===== config.mk =====
export PLATFORM = sky130hd
export DESIGN_NAME = risc_sequencer
export DESIGN_NICKNAME = d
export VERILOG_FILES = /design/src/rtl/risc_sequencer.sv
export SDC_FILE = /design/constraint.sdc
export NUM_CORES = 1
export LEC_CHECK = 0
export CORE_MARGIN = 2
export CORE_UTILIZATION = 44
export CTS_CLUSTER_SIZE = 24
export DETAILED_ROUTE_END_ITERATION = 8
export GPL_TIMING_DRIVEN = 1
export PLACE_DENSITY = 0.85
export SLEW_MARGIN = 10
export SYNTH_ARGS = -nofsm -noshare
export SYNTH_HDL_FRONTEND = slang
export SYNTH_SLANG_ARGS = --single-unit

===== constraint.sdc =====
create_clock -name clk -period 2.6 [get_ports clk]
set_input_delay 0.52 -clock clk [delete_from_list [all_inputs] [get_ports clk]]
set_output_delay 0.52 -clock clk [all_outputs]
set_load 0.02 [all_outputs]

===== src/rtl/risc_sequencer.sv =====
`default_nettype none
//==============================================================================
// Module   : risc_sequencer
// Purpose  : 8-phase instruction-cycle sequencer and control-strobe decoder for
//            the VeryRISC core, with run/single-step control and retire counter.
// Revision : 1.0 - initial release
//==============================================================================
module risc_sequencer #(
  parameter int CNT_W = 16
) (
  input  logic             clk,
  input  logic             rst,
  input  logic [2:0]       opcode,
  input  logic             zero,
  input  logic             run,
  input  logic             step,
  output logic             sel,
  output logic             rd,
  output logic             ld_ir,
  output logic             inc_pc,
  output logic             ld_pc,
  output logic             data_e,
  output logic             ld_ac,
  output logic             wr,
  output logic             halt,
  output logic             paused,
  output logic [2:0]       phase,
  output logic [CNT_W-1:0] retired
);

  localparam logic [2:0] OP_HLT = 3'd0;
  localparam logic [2:0] OP_SKZ = 3'd1;
  localparam logic [2:0] OP_ADD = 3'd2;
  localparam logic [2:0] OP_AND = 3'd3;
  localparam logic [2:0] OP_XOR = 3'd4;
  localparam logic [2:0] OP_LDA = 3'd5;
  localparam logic [2:0] OP_STO = 3'd6;
  localparam logic [2:0] OP_JMP = 3'd7;

  typedef enum logic [2:0] {
    PH_INST_ADDR  = 3'd0,
    PH_INST_FETCH = 3'd1,
    PH_INST_LOAD  = 3'd2,
    PH_IDLE       = 3'd3,
    PH_OP_ADDR    = 3'd4,
    PH_OP_FETCH   = 3'd5,
    PH_ALU_OP     = 3'd6,
    PH_STORE      = 3'd7
  } phase_t;

  phase_t           r_phase;
  logic             r_paused;
  logic             r_halted;
  logic [CNT_W-1:0] r_retired;

  phase_t           w_phase_nxt;
  logic             w_paused_nxt;
  logic             w_halted_nxt;
  logic             w_retire;
  logic [2:0]       w_phase_inc;
  logic             w_aluop;
  logic             w_is_hlt;
  logic             w_is_sto;
  logic             w_is_jmp;

  assign w_phase_inc = r_phase + 3'd1;
  assign w_aluop  = (opcode == OP_ADD) || (opcode == OP_AND) ||
                    (opcode == OP_XOR) || (opcode == OP_LDA);
  assign w_is_hlt = (opcode == OP_HLT);
  assign w_is_sto = (opcode == OP_STO);
  assign w_is_jmp = (opcode == OP_JMP);

  always_ff @(posedge clk or posedge rst) begin
    if (rst) begin
      r_phase   <= PH_INST_ADDR;
      r_paused  <= 1'b0;
      r_halted  <= 1'b0;
      r_retired <= '0;
    end else begin
      r_phase  <= w_phase_nxt;
      r_paused <= w_paused_nxt;
      r_halted <= w_halted_nxt;
      if (w_retire)
        r_retired <= r_retired + CNT_W'(1);
    end
  end

  always_comb begin
    w_phase_nxt  = r_phase;
    w_paused_nxt = r_paused;
    w_halted_nxt = r_halted;
    w_retire     = 1'b0;
    sel    = 1'b0;
    rd     = 1'b0;
    ld_ir  = 1'b0;
    inc_pc = 1'b0;
    ld_pc  = 1'b0;
    data_e = 1'b0;
    ld_ac  = 1'b0;
    wr     = 1'b0;
    halt   = 1'b0;

    if (r_halted) begin
      halt = 1'b1;
    end else if (r_paused) begin
      // Idle at the boundary; either request releases without advancing phase.
      if (run || step)
        w_paused_nxt = 1'b0;
    end else begin
      w_phase_nxt = phase_t'(w_phase_inc);
      case (r_phase)
        PH_INST_ADDR:  sel = 1'b1;
        PH_INST_FETCH: begin sel = 1'b1; rd = 1'b1; end
        PH_INST_LOAD,
        PH_IDLE:       begin sel = 1'b1; rd = 1'b1; ld_ir = 1'b1; end
        PH_OP_ADDR: begin
          if (w_is_hlt) begin
            halt         = 1'b1;
            w_halted_nxt = 1'b1;
            w_phase_nxt  = r_phase;
          end else begin
            inc_pc = 1'b1;
          end
        end
        PH_OP_FETCH:   rd = w_aluop;
        PH_ALU_OP: begin
          rd     = w_aluop;
          inc_pc = (opcode == OP_SKZ) && zero;
          ld_pc  = w_is_jmp;
          data_e = w_is_sto;
        end
        PH_STORE: begin
          rd     = w_aluop;
          ld_ac  = w_aluop;
          ld_pc  = w_is_jmp;
          data_e = w_is_sto;
          wr     = w_is_sto;
          w_retire     = 1'b1;
          w_paused_nxt = ~run;
        end
      endcase
    end
  end

  assign phase   = r_phase;
  assign paused  = r_paused;
  assign retired = r_retired;

endmodule
`default_nettype wire


Word-level counts from Yosys, hierarchy flattened
Cells that the tools add are included.

Bits in registers: 21. Latch bits: 0. Memory bits (writable): 0. ROM bits: 0. Input bits: 8. Memories: 0.

$add $sub $neg: 2. Multipliers: 0. Div/mod/pow operators: 0. Order comparisons: 0. Equal/unequal tests: 15. Shift-type cells: 0. Multiplexer cells: 37. Bitwise logic cells: 3. Reductions and logical operators: 13.

Operators with widths (number): $mux 1 (33); $eq 3x3->1 const B (8); $add 16x1->16 const B (1); $eq 3x2->1 const B (4); $eq 3x1->1 const B (2); $logic_not 3->1 (2); $mux 3 (2); $reduce_or 3->1 (2); $logic_or 1x1->1 (4); $pmux 1 s2 (2); $reduce_or 2->1 (2); $reduce_or 4->1 (1); $add 3x1->3 const B (1); $not 1->1 (3); $reduce_and 3->1 (1); $ne 2x2->1 const B (1); $logic_and 1x1->1 (1).

Logic depth before layout (Yosys ltp)
Gate-level depths: netlist of run 1.

Word-level depth: 7. Depth in mapped cells: 7. Gate-level depth less buffers: 6.

Worst setup path after synthesis of run 1
No wires, ideal clock.

Path type: register -> output. Start: register r_phase[0] (netlist: phase[0]). End: output port wr. Arrival time: 1.873 ns. Slack: 0.207 ns. Stages on the path, launching flop included: 6. Buffers on the path: 1. Cell sequence: dfrtp_1 ha_1 ha_1 or3b_1 buf_6 nor3_1.

Longest elaborated chain between the ends: 4.

Ends and longest elaborated chain: from (decl) (RTL line 51) `phase_t r_phase;`; from (signal assigned) (RTL line 80) `r_phase <= w_phase_nxt;`; $eq 3x3->1 (RTL line 111) `case (r_phase)`; $mux 1 (RTL line 111); $mux 1 (RTL line 105) `end else if (r_paused) begin`; $mux 1 (RTL line 103) `if (r_halted) begin`; to (decl) (RTL line 24) `output logic wr,`.

No other way between the ends.

Final worst setup path of run 1
Start: input port opcode[1]. End: output port halt.

Longest elaborated chain between the ends: 5.

Ends and longest elaborated chain: from (decl) (RTL line 13) `input logic [2:0] opcode,`; $logic_not 3->1 (RTL line 69) `assign w_is_hlt = (opcode == OP_HLT);`; $mux 1 (RTL line 117) `if (w_is_hlt) begin`; $mux 1 (RTL line 111); $mux 1 (RTL line 105); $mux 1 (RTL line 103); to (decl) (RTL line 25) `output logic halt,`.

No other way between the ends.

==> results of run 1 <==
-- layer usage --
layer / part of all wire / wire (µm) / global-route usage
met5: 0 / 0 / 0
met4: 0.0061 / 14 / 0.0792
met3: 0.067 / 152 / 0.0500
met2: 0.52 / 1180 / 0.321
met1: 0.41 / 938 / 0.206
-- worst paths after layout --
| path | end | slack [ns] | start | cells after the start |
|---|---|---|---|---|
| max in group asynchronous | phase[2] | 1.44 | rst | 2 |
| worst max-delay path | halt | 0.15 | opcode[1] | 5 |
| worst min-delay path | retired[15] | 0.49 | retired[15] | 1 |
| worst max register to register | retired[15] | 0.45 | phase[1] | 7 |
| worst min register to register | retired[15] | 0.49 | retired[15] | 1 |
| min in group asynchronous | phase[1] | 0.65 | rst | 2 |
-- sequential cells by signal (all words and copies together), names as in the netlist --
signal,flops
paused,1
phase,3
r_halted,1
retired,16
-- critical path, cell delays in order --
cell	delay, ns
clkdlybuf4s50_1	0.47
nor3_1	0.28
nand3_1	0.14
o21bai_1	0.17
dlygate4sd2_1	0.35
-- power by group through the flow --
stage	clock network, W	logic [W]	registers, W
after CTS	0.000163	0.000701	0.000464
after floorplan	0	0.000316	0.000554
final	0.000157	0.000697	0.000463
after detailed placement	0	0.000711	0.000470
after global placement	0	0.000698	0.000467
after global routing	0.000180	0.000768	0.000473
-- cell usage after synthesis, types with 2 or more instances --
cell type / number
mux2_2: 2
xnor2_1: 12
nor2_1: 11
xor2_1: 5
dfrtp_1: 21
inv_1: 6
a31oi_1: 2
nor3_1: 3
o21ai_0: 3
nand4_1: 2
ha_1: 7
nand3_1: 7
nand2_1: 10
a21oi_1: 3
or2_1: 2
-- final cells by class --
| class | count | area [µm²] | area share |
|---|---|---|---|
| timing repair buffer | 43 | 395 | 0.254 |
| clock inverter | 1 | 5.00 | 0.00321 |
| multi-input combinational | 79 | 549 | 0.353 |
| sequential | 21 | 526 | 0.337 |
| clock buffer | 3 | 22.5 | 0.0145 |
| tap | 30 | 37.5 | 0.0241 |
| inverter | 6 | 22.5 | 0.0145 |
-- through the flow --
step                area (µm²)  std cells
CTS                       1560        183
global route              1560        183
floorplan                 1100        107
global placement          1540        179
finish                    1560        183
detailed placement        1540        179
-- timing repair --
action	in CTS	in global routing
resized for setup	7	10
pin swaps	0	1
setup endpoints to repair	7	4
-- cell families (layout without fill, tap and decap cells) --
| group | Yosys count | after routing | share of synthesized area |
|---|---|---|---|
| adders and majority gates | 7 | 7 | 0.0793 |
| AOI/OAI and AO/OA | 9 | 9 | 0.0453 |
| DFF | 21 | 21 | 0.476 |
| buffers and inverters | 7 | 53 | 0.0306 |
| and+or+nand+nor | 44 | 44 | 0.214 |
| muxes | 2 | 2 | 0.0204 |
| xor gates and xnor gates | 17 | 17 | 0.135 |
==> impl_results.md, run 1 <==
- Status: finished, final reports clean
- Number of iterations in the first detailed-routing pass: 4
- Total Wirelength: 2280 µm
- Max VDD drop: 0.000616 V
- Comb power frac: 0.529
- Nets@finish: 169
- HP Class: reg -> reg
- Vias in the first global route: 930
- Commonest cells after routing, fill and taps aside: clkdlybuf4s50_1, dfrtp_1, xnor2_1
- Fmax: 0.408 GHz
- Routed via count: 947
- Yosys top cell area share: 0.476
- Layout area overhead: 41.0%
- Hold slack: 0.492 ns
- Unrepaired setup endpoints after global routing: false
- Number of synthesized flops with an enable pin: 0
- DR WL/cell: 12.5 µm
- Worst-skew pair later-pin latency: 0.30 ns
- Startpoint types: input pin
- CP Data Arrival Time: 1.93 ns
- CTS sink count: 21
- Post-synthesis cell type count: 26
- I/O pins: 37
- Switching share of power: 0.411
- Synth area leader: dfrtp_1
- Final period utilization: 0.943
- CP max FO: 4
- Core area: 0.00243 mm²
- H-tree Lvls: 1
- Cell Int Power: 0.000776 W
- Initial antenna violation count: 0
- Routability cong.: 0.823
- FF+latch count, synth: 21
- Pwr dens: 845 mW/mm²
- Ys async rst share: 1.00
- Worst Setup Path Type: in -> out
- Min cycle time layout: 2.45 ns
- Number of diodes: 0
- Synth warn: 0
- Req. time, crit path: 2.08 ns
- Chip width: 54.1 µm
- Port bufs: 36
- Number of setup violations in the final report: 0
- Total track usage: 0.183
- Setup TNS: 0 ns
- Setup WS pre-CTS: -0.130 ns
- Synth area leaders: dfrtp_1, xnor2_1, ha_1
- Pleak: 0.741 nW
- GRT Residual Overflow: 0
- Fill cell count: 240
- CP endpoint kind: output port
- Antenna-violating nets left: 0
- Syn Nets: 122
- Ratio of cells with drive above 1 in the final layout: 0.131
- First-pass GRT wire length: 3860 µm
- Detailed router's first-iteration violation count: 12
- Die Footprint: 0.00293 mm²
- Drt drc: 0
- Slew margin rel.: 0.465
- CTS Buf Count: 3
- Measured slew at the worst slew-check pin: 0.802 ns
- Final hold vios: 0
- Post-CTS Hold Buffers: 0
- Maximum clock path buffer count: 2
- Power Total: 0.00132 W
- Largest net degree at the start of global routing: 22
- Clk slew on worst S/H paths: 0.13 ns
- Mean Syn Cell Area: 10.3 µm²
- Finished Core Util: 0.640
- Clk pwr share: 0.119
- Die Ht: 54.1 µm
- Sequential Power Share: 0.351
- Cell Rows: 18
- Synth Flop Type: dfrtp_1
- Mapped Cells: 107
- Post-DP HPWL: 1830 µm
- Synthesized area: 0.00110 mm²
- Postcts setup bufs: 0
- Clk root buf: clkbuf_4
- Setup Skew: 0.0117 ns
- Psw: 0.000541 W
- Fin. max-slew vios: 0
- Seq/Total Area, Yosys: 0.476
- MaxCap Viol Count: 0
- Routed vias/inst: 5.17
- Worst Setup Slack, final: 0.148 ns
- TritonCTS clock tree: done
- Starting Density: 0.454
- Commonest non-fill, non-tap cell in the layout: clkdlybuf4s50_1
Note: power is estimated with default switching activity, not from simulation.
==> run 2, diff against run 1 <==
CORE_UTILIZATION = 51   (was 44)
DONT_BUFFER_PORTS = 1   (was not set)
PLACE_DENSITY = 0.73   (was 0.85)
==> impl_results.md, run 2 (synthesized netlist as in run 1, its figures left out) <==
- Unrepaired setup endpoints after global routing: false (unchanged)
- Measured slew at the worst slew-check pin: 0.760 ns (was 0.802 ns)
- Crit-path max cell delay: 0.47 ns (about the same)
- Nets@finish: 132 (was 169)
- Number of setup violations in the final report: 0 (unchanged)
- H-tree Lvls: 1 (unchanged)
- Vias in the first global route: 800 (was 930)
- Register area: 526 µm² (unchanged)
- Die Footprint: 0.00255 mm² (was 0.00293 mm²)
- CP endpoint kind: output port (unchanged)
- I/O pins: 37 (unchanged)
- Met1 Use GR: 0.207 (was 0.206)
- Max VDD drop: 0.000565 V (was 0.000616 V)
- Cell Chain, Critical Path: ha_1 -> ha_1 -> or3b_4 -> nor3_1 -> buf_4 (was clkdlybuf4s50_1 -> nor3_1 -> nand3_1 -> o21bai_1 -> dlygate4sd2_1)
- Starting Density: 0.552 (was 0.454)
- Detailed router's first-iteration violation count: 10 (was 12)
- Met3 GRT Util: 0.0357 (was 0.0500)
- Finished Core Util: 0.600 (was 0.640)
- Clk root buf: clkbuf_4 (unchanged)
- DR WL/cell: 13.8 µm (was 12.5 µm)
- HP Class: in -> async (was reg -> reg)
- Setup TNS: 0 ns (unchanged)
- Startpoint types: flip-flop (was input pin)
- MaxCap Viol Count: 0 (unchanged)
- Worst-skew pair later-pin latency: 0.30 ns (about the same)
- Final period utilization: 0.933 (was 0.943)
- Req. time, crit path: 2.08 ns (about the same)
- Slowest CP cell: or3b_4 (was clkdlybuf4s50_1)
- Ratio of cells with drive above 1 in the final layout: 0.129 (was 0.131)
- CTS sink count: 21 (unchanged)
- Status: finished, final reports clean (unchanged)
- Setup Skew: 0.00544 ns (was 0.0117 ns)
- Grt peak-use layer: met2 (unchanged)
- Worst Setup Path Type: reg -> out (was in -> out)
- GRT Residual Overflow: 0 (unchanged)
- Commonest cells after routing, fill and taps aside: dfrtp_1, xnor2_1, nor2_1 (was clkdlybuf4s50_1, dfrtp_1, xnor2_1)
- Slew margin rel.: 0.493 (was 0.465)
- Drt drc: 0 (unchanged)
- Area occupied by multi-input gates: 548 µm² (was 549 µm²)
- CTS Buf Count: 3 (unchanged)
- Total track usage: 0.178 (was 0.183)
- Routability cong.: 0.714 (was 0.823)
- Routed via count: 779 (was 947)
- Port bufs: 0 (was 36)
- Min cycle time layout: 2.43 ns (was 2.45 ns)
- CP max FO: 9 (was 4)
- Final hold vios: 0 (unchanged)
- Fill cell count: 164 (was 240)
- Most used cell, CP: ha_1
- Core area: 0.00200 mm² (was 0.00243 mm²)
- Hold slack: 0.225 ns (was 0.492 ns)
- Max reg flops: 16 (unchanged)
- Post-DP HPWL: 1510 µm (was 1830 µm)
- Commonest non-fill, non-tap cell in the layout: dfrtp_1 (was clkdlybuf4s50_1)
- Maximum clock path buffer count: 2 (unchanged)
- Number of iterations in the first detailed-routing pass: 3 (was 4)
- Largest net degree at the start of global routing: 22 (unchanged)
- Routed vias/inst: 5.45 (was 5.17)
- Pwr dens: 948 mW/mm² (was 845 mW/mm²)
- Cell Rows: 16 (was 18)
- Postcts setup bufs: 0 (unchanged)
- Fmax: 0.412 GHz (was 0.408 GHz)
- Pleak: 0.572 nW (was 0.741 nW)
- First-pass GRT wire length: 3460 µm (was 3860 µm)
- Number of diodes: 0 (unchanged)
- Chip width: 50.5 µm (was 54.1 µm)
- Fin. max-slew vios: 0 (unchanged)
- TritonCTS clock tree: done (unchanged)
- Grt met2 use: 0.307 (was 0.321)
- CP Data Arrival Time: 1.91 ns (was 1.93 ns)
- Worst path bufs/invs: 1 (was 2)
- Critical path depth in cells: 5 (unchanged)
- Layout area overhead: 8.72% (was 41.0%)
- Clk slew on worst S/H paths: 0.12 ns (was 0.13 ns)
- Initial antenna violation count: 0 (unchanged)
- Antenna-violating nets left: 0 (unchanged)
- CP delay by family, top: simple AND/OR/NAND/NOR gates (was buffers and inverters)
- Worst reg2reg path depth: 6 (was 7)
- Die Ht: 50.5 µm (was 54.1 µm)
- Total Wirelength: 1980 µm (was 2280 µm)
-- run 2: report_power, final --
part | internal [W] | switching (W) | leakage, nW
clock network | 0.0000598 | 0.0000974 | 0.0150
logic | 0.000181 | 0.000286 | 0.281
registers | 0.000396 | 0.000119 | 0.276
-- run 2: what timing repair did --
| item | in CTS | in global routing |
|---|---|---|
| gates resized for setup | 0 | 1 |
| hold buffers | 0 | 0 |
| setup endpoints to repair | 0 | 2 |
-- run 2: layer usage --
layer	routed length (µm)	part of all wire
met1	892	0.45
met2	928	0.47
met3	111	0.056
met4	46	0.023
met5	0	0
-- run 2: final timing paths --
| kind | start | end | slack (ns) |
|---|---|---|---|
| max in group asynchronous | rst | retired[15] | 1.90 |
| setup / recovery | phase[1] | wr | 0.17 |
| hold / removal | rst | retired[9] | 0.22 |
| hold reg to reg | r_halted | paused | 0.61 |
| setup reg to reg | phase[1] | retired[9] | 0.54 |
| min in group clk | run | paused | 0.31 |
-- run 2: per-stage QoR --
step / cells / total power [W] / cell area [µm²] / worst slack (ns)
6_report: 143 / 0.00114 / 1200 / 0.173
5_1_grt: 143 / 0.00123 / 1200 / 0.0401
4_1_cts: 143 / 0.00115 / 1200 / 0.0448
3_5_place_dp: 139 / 0.000990 / 1170 / 0.412
3_3_place_gp: 139 / 0.000961 / 1170 / 0.502
2_1_floorplan: 107 / 0.000869 / 1100 / 0.207
-- run 2: layout make-up --
type,instances,share of cell area
Tap cell,27,0.0281
Multi-Input combinational cell,79,0.456
Inverter,6,0.0188
Clock buffer,4,0.0219
Timing Repair Buffer,6,0.0375
Sequential cell,21,0.438
==> run 3, diff against run 2 <==
ABC_CLOCK_PERIOD_IN_PS = 2600   (was not set)
==> results of run 3 <==
Same layout as run 2: the final DEF is identical, and so are final timing and power.
